<file path="config.mk">
export PLATFORM = sky130hd
export DESIGN_NAME = hs_rx_mux
export DESIGN_NICKNAME = d
export VERILOG_FILES = /design/src/rtl/hs_rx_pkg.sv /design/src/rtl/hs_rr_arbiter.sv /design/src/rtl/hs_rx_mux.sv
export SDC_FILE = /design/constraint.sdc
export NUM_CORES = 1
export LEC_CHECK = 0
export BUFFER_PORTS_ARGS = -buffer_cell sky130_fd_sc_hd__buf_2
export CELL_PAD_IN_SITES_DETAIL_PLACEMENT = 1
export CELL_PAD_IN_SITES_GLOBAL_PLACEMENT = 1
export CORE_MARGIN = 2
export CORE_UTILIZATION = 31
export DETAILED_ROUTE_END_ITERATION = 12
export HOLD_SLACK_MARGIN = 0.12
export PLACE_DENSITY = 0.91
export SYNTH_ARGS = -nofsm -noshare
export SYNTH_HDL_FRONTEND = slang
export SYNTH_HIERARCHICAL = 1
export SYNTH_SLANG_ARGS = --single-unit
</file>
<file path="constraint.sdc">
create_clock -name clk_dst -period 3.4 [get_ports clk_dst]
set_clock_uncertainty 0.15 [all_clocks]
set_input_delay 0.68 -clock clk_dst [delete_from_list [all_inputs] [get_ports clk_dst]]
set_output_delay 0.68 -clock clk_dst [all_outputs]
set_load 0.03 [all_outputs]
</file>
<file path="src/rtl/hs_rx_pkg.sv">
// hs_rx_pkg: shared types, defaults and helpers for the hs_rx_mux receiver.
// Holds the channel FSM state encoding and the floored clog2 used for CH_W.
package hs_rx_pkg;

   typedef enum logic [1:0] {
      IDLE = 2'd0,
      PEND = 2'd1,
      ACK  = 2'd2
   } ch_state_e;

   localparam int unsigned DEF_NUM_CH         = 4;
   localparam int unsigned DEF_DATA_WIDTH     = 32;
   localparam int unsigned DEF_SYNC_STAGES    = 2;
   localparam int unsigned DEF_TIMEOUT_CYCLES = 1024;

   // Index width that never collapses to zero bits for a single channel.
   function automatic int unsigned clog2_floor(input int unsigned n);
      return (n < 2) ? 1 : int'($clog2(n));
   endfunction

endpackage

</file>
<file path="src/rtl/hs_rr_arbiter.sv">
// hs_rr_arbiter: round-robin arbiter, search starts one past the last grant.
// Ports: clk_i, rst_ni (sync, active-low), req[N], en -> grant (one-hot),
//        grant_idx, valid. last_grant advances only when en && valid.
module hs_rr_arbiter
   import hs_rx_pkg::*;
#(
   parameter int unsigned N = 4
) (
   input  logic                      clk_i,
   input  logic                      rst_ni,
   input  logic [N-1:0]              req,
   input  logic                      en,
   output logic [N-1:0]              grant,
   output logic [clog2_floor(N)-1:0] grant_idx,
   output logic                      valid
);

   localparam int unsigned IW = clog2_floor(N);

   logic [IW-1:0] last_q;
   logic [IW-1:0] sel;
   int unsigned   idx;

   always_comb begin
      grant     = '0;
      grant_idx = '0;
      valid     = 1'b0;
      idx       = 0;
      sel       = '0;
      for (int unsigned k = 0; k < N; k++) begin
         idx = (int'(last_q) + 1 + k) % N;
         sel = IW'(idx);
         if (!valid && req[sel]) begin
            valid     = 1'b1;
            grant_idx = sel;
         end
      end
      if (valid) grant[grant_idx] = 1'b1;
   end

   always_ff @(posedge clk_i) begin
      if (!rst_ni) begin
         last_q <= IW'(N - 1);
      end else if (en && valid) begin
         last_q <= grant_idx;
      end
   end

endmodule

</file>
<file path="src/rtl/hs_rx_mux.sv">
// hs_rx_mux: multi-channel four-phase req/ack CDC receiver merged onto one
// valid/ready stream. Inputs req_async/data_async from source domains;
// outputs ack per channel, out_valid/out_data/out_ch with out_ready,
// err_timeout (watchdog, built only when HS_RX_TIMEOUT_EN is defined).
module hs_rx_mux
   import hs_rx_pkg::*;
#(
   parameter  int unsigned NUM_CH         = DEF_NUM_CH,
   parameter  int unsigned DATA_WIDTH     = DEF_DATA_WIDTH,
   parameter  int unsigned SYNC_STAGES    = DEF_SYNC_STAGES,
   parameter  int unsigned TIMEOUT_CYCLES = DEF_TIMEOUT_CYCLES,
   localparam int unsigned CH_W           = clog2_floor(NUM_CH)
) (
   input  logic                         clk_dst,
   input  logic                         rst_dst_n,
   input  logic [NUM_CH-1:0]            req_async,
   input  logic [NUM_CH*DATA_WIDTH-1:0] data_async,
   output logic [NUM_CH-1:0]            ack,
   output logic                         out_valid,
   output logic [DATA_WIDTH-1:0]        out_data,
   output logic [CH_W-1:0]              out_ch,
   input  logic                         out_ready,
   output logic [NUM_CH-1:0]            err_timeout
);

   logic [NUM_CH-1:0]     req_sync;
   logic [NUM_CH-1:0]     arb_req;
   logic [NUM_CH-1:0]     arb_gnt_raw;
   logic [NUM_CH-1:0]     arb_gnt;
   logic [CH_W-1:0]       arb_idx;
   logic                  arb_valid;
   logic                  slot_free;
   logic [DATA_WIDTH-1:0] ch_data [NUM_CH];

   logic                  out_valid_q;
   logic [DATA_WIDTH-1:0] out_data_q;
   logic [CH_W-1:0]       out_ch_q;

   assign slot_free = !out_valid_q || out_ready;
   // A grant only takes effect when the output slot can accept it.
   assign arb_gnt   = arb_gnt_raw & {NUM_CH{slot_free}};

   hs_rr_arbiter #(.N(NUM_CH)) u_arb (
      .clk_i     (clk_dst),
      .rst_ni    (rst_dst_n),
      .req       (arb_req),
      .en        (slot_free),
      .grant     (arb_gnt_raw),
      .grant_idx (arb_idx),
      .valid     (arb_valid)
   );

   for (genvar i = 0; i < NUM_CH; i++) begin : g_ch
      logic [SYNC_STAGES-1:0] sync_q;
      ch_state_e              st_q;
      ch_state_e              st_d;
      logic                   ack_q;

      assign ch_data[i]  = data_async[i*DATA_WIDTH +: DATA_WIDTH];
      assign req_sync[i] = sync_q[SYNC_STAGES-1];
      assign arb_req[i]  = req_sync[i] && (st_q != ACK);
      assign ack[i]      = ack_q;

      always_comb begin
         st_d = st_q;
         case (st_q)
            IDLE: if (req_sync[i]) st_d = arb_gnt[i] ? ACK : PEND;
            // req dropping before grant is a source error: discard it.
            PEND: if (!req_sync[i]) st_d = IDLE;
                  else if (arb_gnt[i]) st_d = ACK;
            ACK:  if (!req_sync[i]) st_d = IDLE;
            default: st_d = IDLE;
         endcase
      end

      always_ff @(posedge clk_dst) begin
         if (!rst_dst_n) begin
            sync_q <= '0;
            st_q   <= IDLE;
            ack_q  <= 1'b0;
         end else begin
            sync_q <= {sync_q[SYNC_STAGES-2:0], req_async[i]};
            st_q   <= st_d;
            ack_q  <= (st_d == ACK);
         end
      end

`ifdef HS_RX_TIMEOUT_EN
      localparam int unsigned TW = $clog2(TIMEOUT_CYCLES + 1);
      logic [TW-1:0] cnt_q;
      logic          err_q;

      always_ff @(posedge clk_dst) begin
         if (!rst_dst_n) begin
            cnt_q <= '0;
            err_q <= 1'b0;
         end else if (st_q == ACK && req_sync[i]) begin
            if (cnt_q != TW'(TIMEOUT_CYCLES)) cnt_q <= cnt_q + 1'b1;
            if (cnt_q == TW'(TIMEOUT_CYCLES - 1)) err_q <= 1'b1;
         end else begin
            cnt_q <= '0;
         end
      end

      assign err_timeout[i] = err_q;
`else
      assign err_timeout[i] = 1'b0;
`endif
   end

   always_ff @(posedge clk_dst) begin
      if (!rst_dst_n) begin
         out_valid_q <= 1'b0;
         out_data_q  <= '0;
         out_ch_q    <= '0;
      end else if (slot_free && arb_valid) begin
         out_valid_q <= 1'b1;
         out_data_q  <= ch_data[arb_idx];
         out_ch_q    <= arb_idx;
      end else if (out_ready) begin
         out_valid_q <= 1'b0;
      end
   end

   assign out_valid = out_valid_q;
   assign out_data  = out_data_q;
   assign out_ch    = out_ch_q;

endmodule

</file>
==> impl_metrics.py <==
metrics = {
    "floorplan": {
        "core-area_sq_um": 8760,
        "rows": 34,
        "die_height_um": 99.2,
        "io_pins": 178,
        "dieWidth_um": 99.2,
        "floorplan.initialDensity_pct": 32.1,
        "design.die.area_sq_um": 9840,
    },
    "sta": {
        "max_slew.worst_pin.slew_ps": 707,
        "setup-tns-final_ps": 0,
        "fmax_mhz": 378,
        "hold_viol": 0,
        "final-max-slew-violation-count": 0,
        "period_share_pct": 77.7,
        "rsz0062_at_grt": "no",
        "layout_min_cycle_time_ps": 2640,
        "max-slew-margin-rel_pct": 52.2,
        "endpoints_failing_setup": 0,
    },
    "synth": {
        "yosys-top-cells-count": "dfxtp_1, a22o_1, mux4_2",
        "post_synth_instance_area_sq_um": 2810,
        "average_cell_area_after_synthesis_sq_um": 12.9,
        "ys.flop_type": "dfxtp_1",
        "synth_compound_gate_area_share_pct": 17.1,
        "number_of_synthesis_warnings": 6,
        "synthDominantCellAreaShare_pct": 40.6,
        "synth.ff_latch_count": 57,
        "yosys.cell_count.top_type": "dfxtp_1",
        "synthArstFlopShare_pct": 0,
        "syn_inst": 218,
        "yosys.area_share.adder_pct": 0,
        "synth-simple-area-share_pct": 9.27,
        "yosysSeqAreaShare_pct": 40.6,
        "yosys-mux-area-fraction_pct": 26.6,
        "synthXorXnorAreaFrac_pct": 0,
        "synth_top_family_by_area": "multiplexers",
        "number_of_distinct_library_cells_after_synthesis": 33,
        "synth_edf_count": 0,
        "ys_top_cells_by_area": "dfxtp_1, mux4_2, a22o_1",
        "synth_top_area_cell": "dfxtp_1",
    },
    "critical_path": {
        "setup.worst_path.class": "reg2reg",
        "worstSetupEndpointType": "flop",
        "setup.worst_path.start_class": "flop",
        "rr_worst_depth": 8,
        "required_time_of_the_critical_path_ps": 3470,
        "critical_path_peak_fanout": 18,
        "worst_ep_arrival_time_ps": 2710,
    },
    "global_routing": {
        "grt_start_max_net_pins": 33,
        "via_count_of_the_first_global_routing_pass": 2805,
        "global_route_wire_length_before_repair_mm": 13.2,
        "grt.total_usage_pct": 17.0,
        "grt_overflow": 0,
        "grt_antenna_before_repair": 0,
    },
    "route": {
        "drt_pass1_iterations": 3,
        "routed_via_density": 5.05,
        "routed_wire_length_per_instance_um": 16.2,
        "remaining_drc_errors": 0,
        "detail-route-antenna-nets": 0,
        "vias": 2522,
        "drt_iter0_markers": 52,
        "route.final.wire_length_mm": 8.11,
    },
    "worst_hold_path": {
        "whs_path_depth": 1,
        "hold_class": "reg2reg",
    },
    "clock_network": {
        "cts.path.max_buffers": 2,
        "cts.htree.levels": 3,
        "count_of_hold_fix_buffers_inserted_at_cts": 0,
        "cts_buffers": 9,
        "clk_transition_reported_paths_ps": 60,
        "clock_latency_ps": 330,
        "tritoncts_clock_tree": "built",
        "cts_root_buffer": "clkbuf_8",
        "cts_resized": 0,
        "number_of_sinks_driven_by_the_clock_tree": 57,
        "cts.repair_timing.setup_buffer_count": 0,
    },
    "layout": {
        "fill_cells": 990,
        "drive_gt1_share_pct": 59.6,
        "final_design_area_no_fill_sq_um": 3940,
        "multi_input_area_sq_um": 1520,
        "finalNetCount": 522,
        "antenna_cells_inserted": 0,
        "layout.area.seq_sq_um": 1140,
        "synthToLayoutAreaGrowth_pct": 40.3,
    },
    "power_and_ir_drop": {
        "power_leakage_nw": 1.84,
        "vdd_ir_drop_max_mv": 0.219,
        "power-per-cell-area_nw_per_um2": 487,
    },
    "place": {
        "final_weighted_congestion_in_routability_driven_placement": 0.738,
        "dpl-instance-area_sq_um": 3720,
        "buffer_ports.inserted": 173,
        "detailedPlacementHpwl_mm": 6.61,
    },
    "run_status": {
        "outcome": "complete, no violations",
    },
    "flow_run": {
        "timing.max_cap.violations": 0,
    },
}
-- critical path, stage by stage, from the launching register on --
cell and delay (ps):
dfxtp_1 300, nand2b_1 170, and2_1 220, nor3b_1 370, a221oi_4 100, nand2_2 100, buf_4 330, mux4_1 610
a22o_1 190
-- metrics by stage --
stage	util [%]	hold WS [ps]	setup slack (ps)	total power, mW	std cells
floorplan	-	258	960	1.09	221
global placement	42.5	268	847	1.23	484
detailed placement	42.5	270	752	1.25	484
CTS	45.0	286	746	1.95	499
global route	45.0	313	578	2.02	499
finish	45.0	282	757	1.92	499
-- registers in the layout, summed over array words and instances, names as in the netlist --
signal / cells
out_data: 32
out_ch: 2
out_valid: 1
g_ch.sync_q: 8
u_arb/last_q: 2
g_ch.st_q: 8
g_ch.ack_q: 4
-- worst paths after layout --
path	start	endpoint	slack (ps)
worst max-delay path	g_ch[2].st_q[0]$_SDFF_PN0_	out_data[23]$_SDFFE_PN0P_	760
worst min-delay path	g_ch[0].sync_q[0]$_SDFF_PN0_	g_ch[0].sync_q[1]$_SDFF_PN0_	280
worst max register to register	g_ch[2].st_q[0]$_SDFF_PN0_	out_data[23]$_SDFFE_PN0P_	760
worst min register to register	g_ch[0].sync_q[0]$_SDFF_PN0_	g_ch[0].sync_q[1]$_SDFF_PN0_	280
-- cell families after synthesis --
family / Yosys count
buffers and inverters: 28
and+or+nand+nor: 41
DFF: 57
other: 1
AOI/OAI and AO/OA: 58
muxes: 33
-- cell type report --
| type | count | share of cell area, % |
|---|---|---|
| Tap cell | 108 | 3.43 |
| Multi-Input combinational cell | 136 | 38.5 |
| Inverter | 3 | 0.286 |
| Timing Repair Buffer | 180 | 23.3 |
| Sequential cell | 57 | 29.0 |
| Clock buffer | 10 | 3.49 |
| Clock inverter | 5 | 2.03 |
-- report_power, final --
part / internal, mW / total (mW) / switching (mW)
clock network: 0.427 / 0.694 / 0.267
registers: 0.720 / 0.748 / 0.0277
logic: 0.232 / 0.478 / 0.246
-- placed cells by master, fill, tap and decap left out, types with 6 or more instances in the layout --
cell	count
a21oi_1	10
a22o_1	32
and2_1	12
buf_2	173
buf_4	7
clkbuf_8	10
dfxtp_1	57
mux4_2	29
nand2_1	6
nand2b_1	6
nand3b_1	6
-- routing by layer --
layer / global-route usage, % / wire length [um] / up-vias
li1: - / - / 1187
met1: 17.8 / 2900 / 1221
met2: 33.0 / 4520 / 101
met3: 3.72 / 548 / 13
met4: 6.22 / 136 / 0
met5: 0 / 0 / -
(Power assumes the default switching activity.)
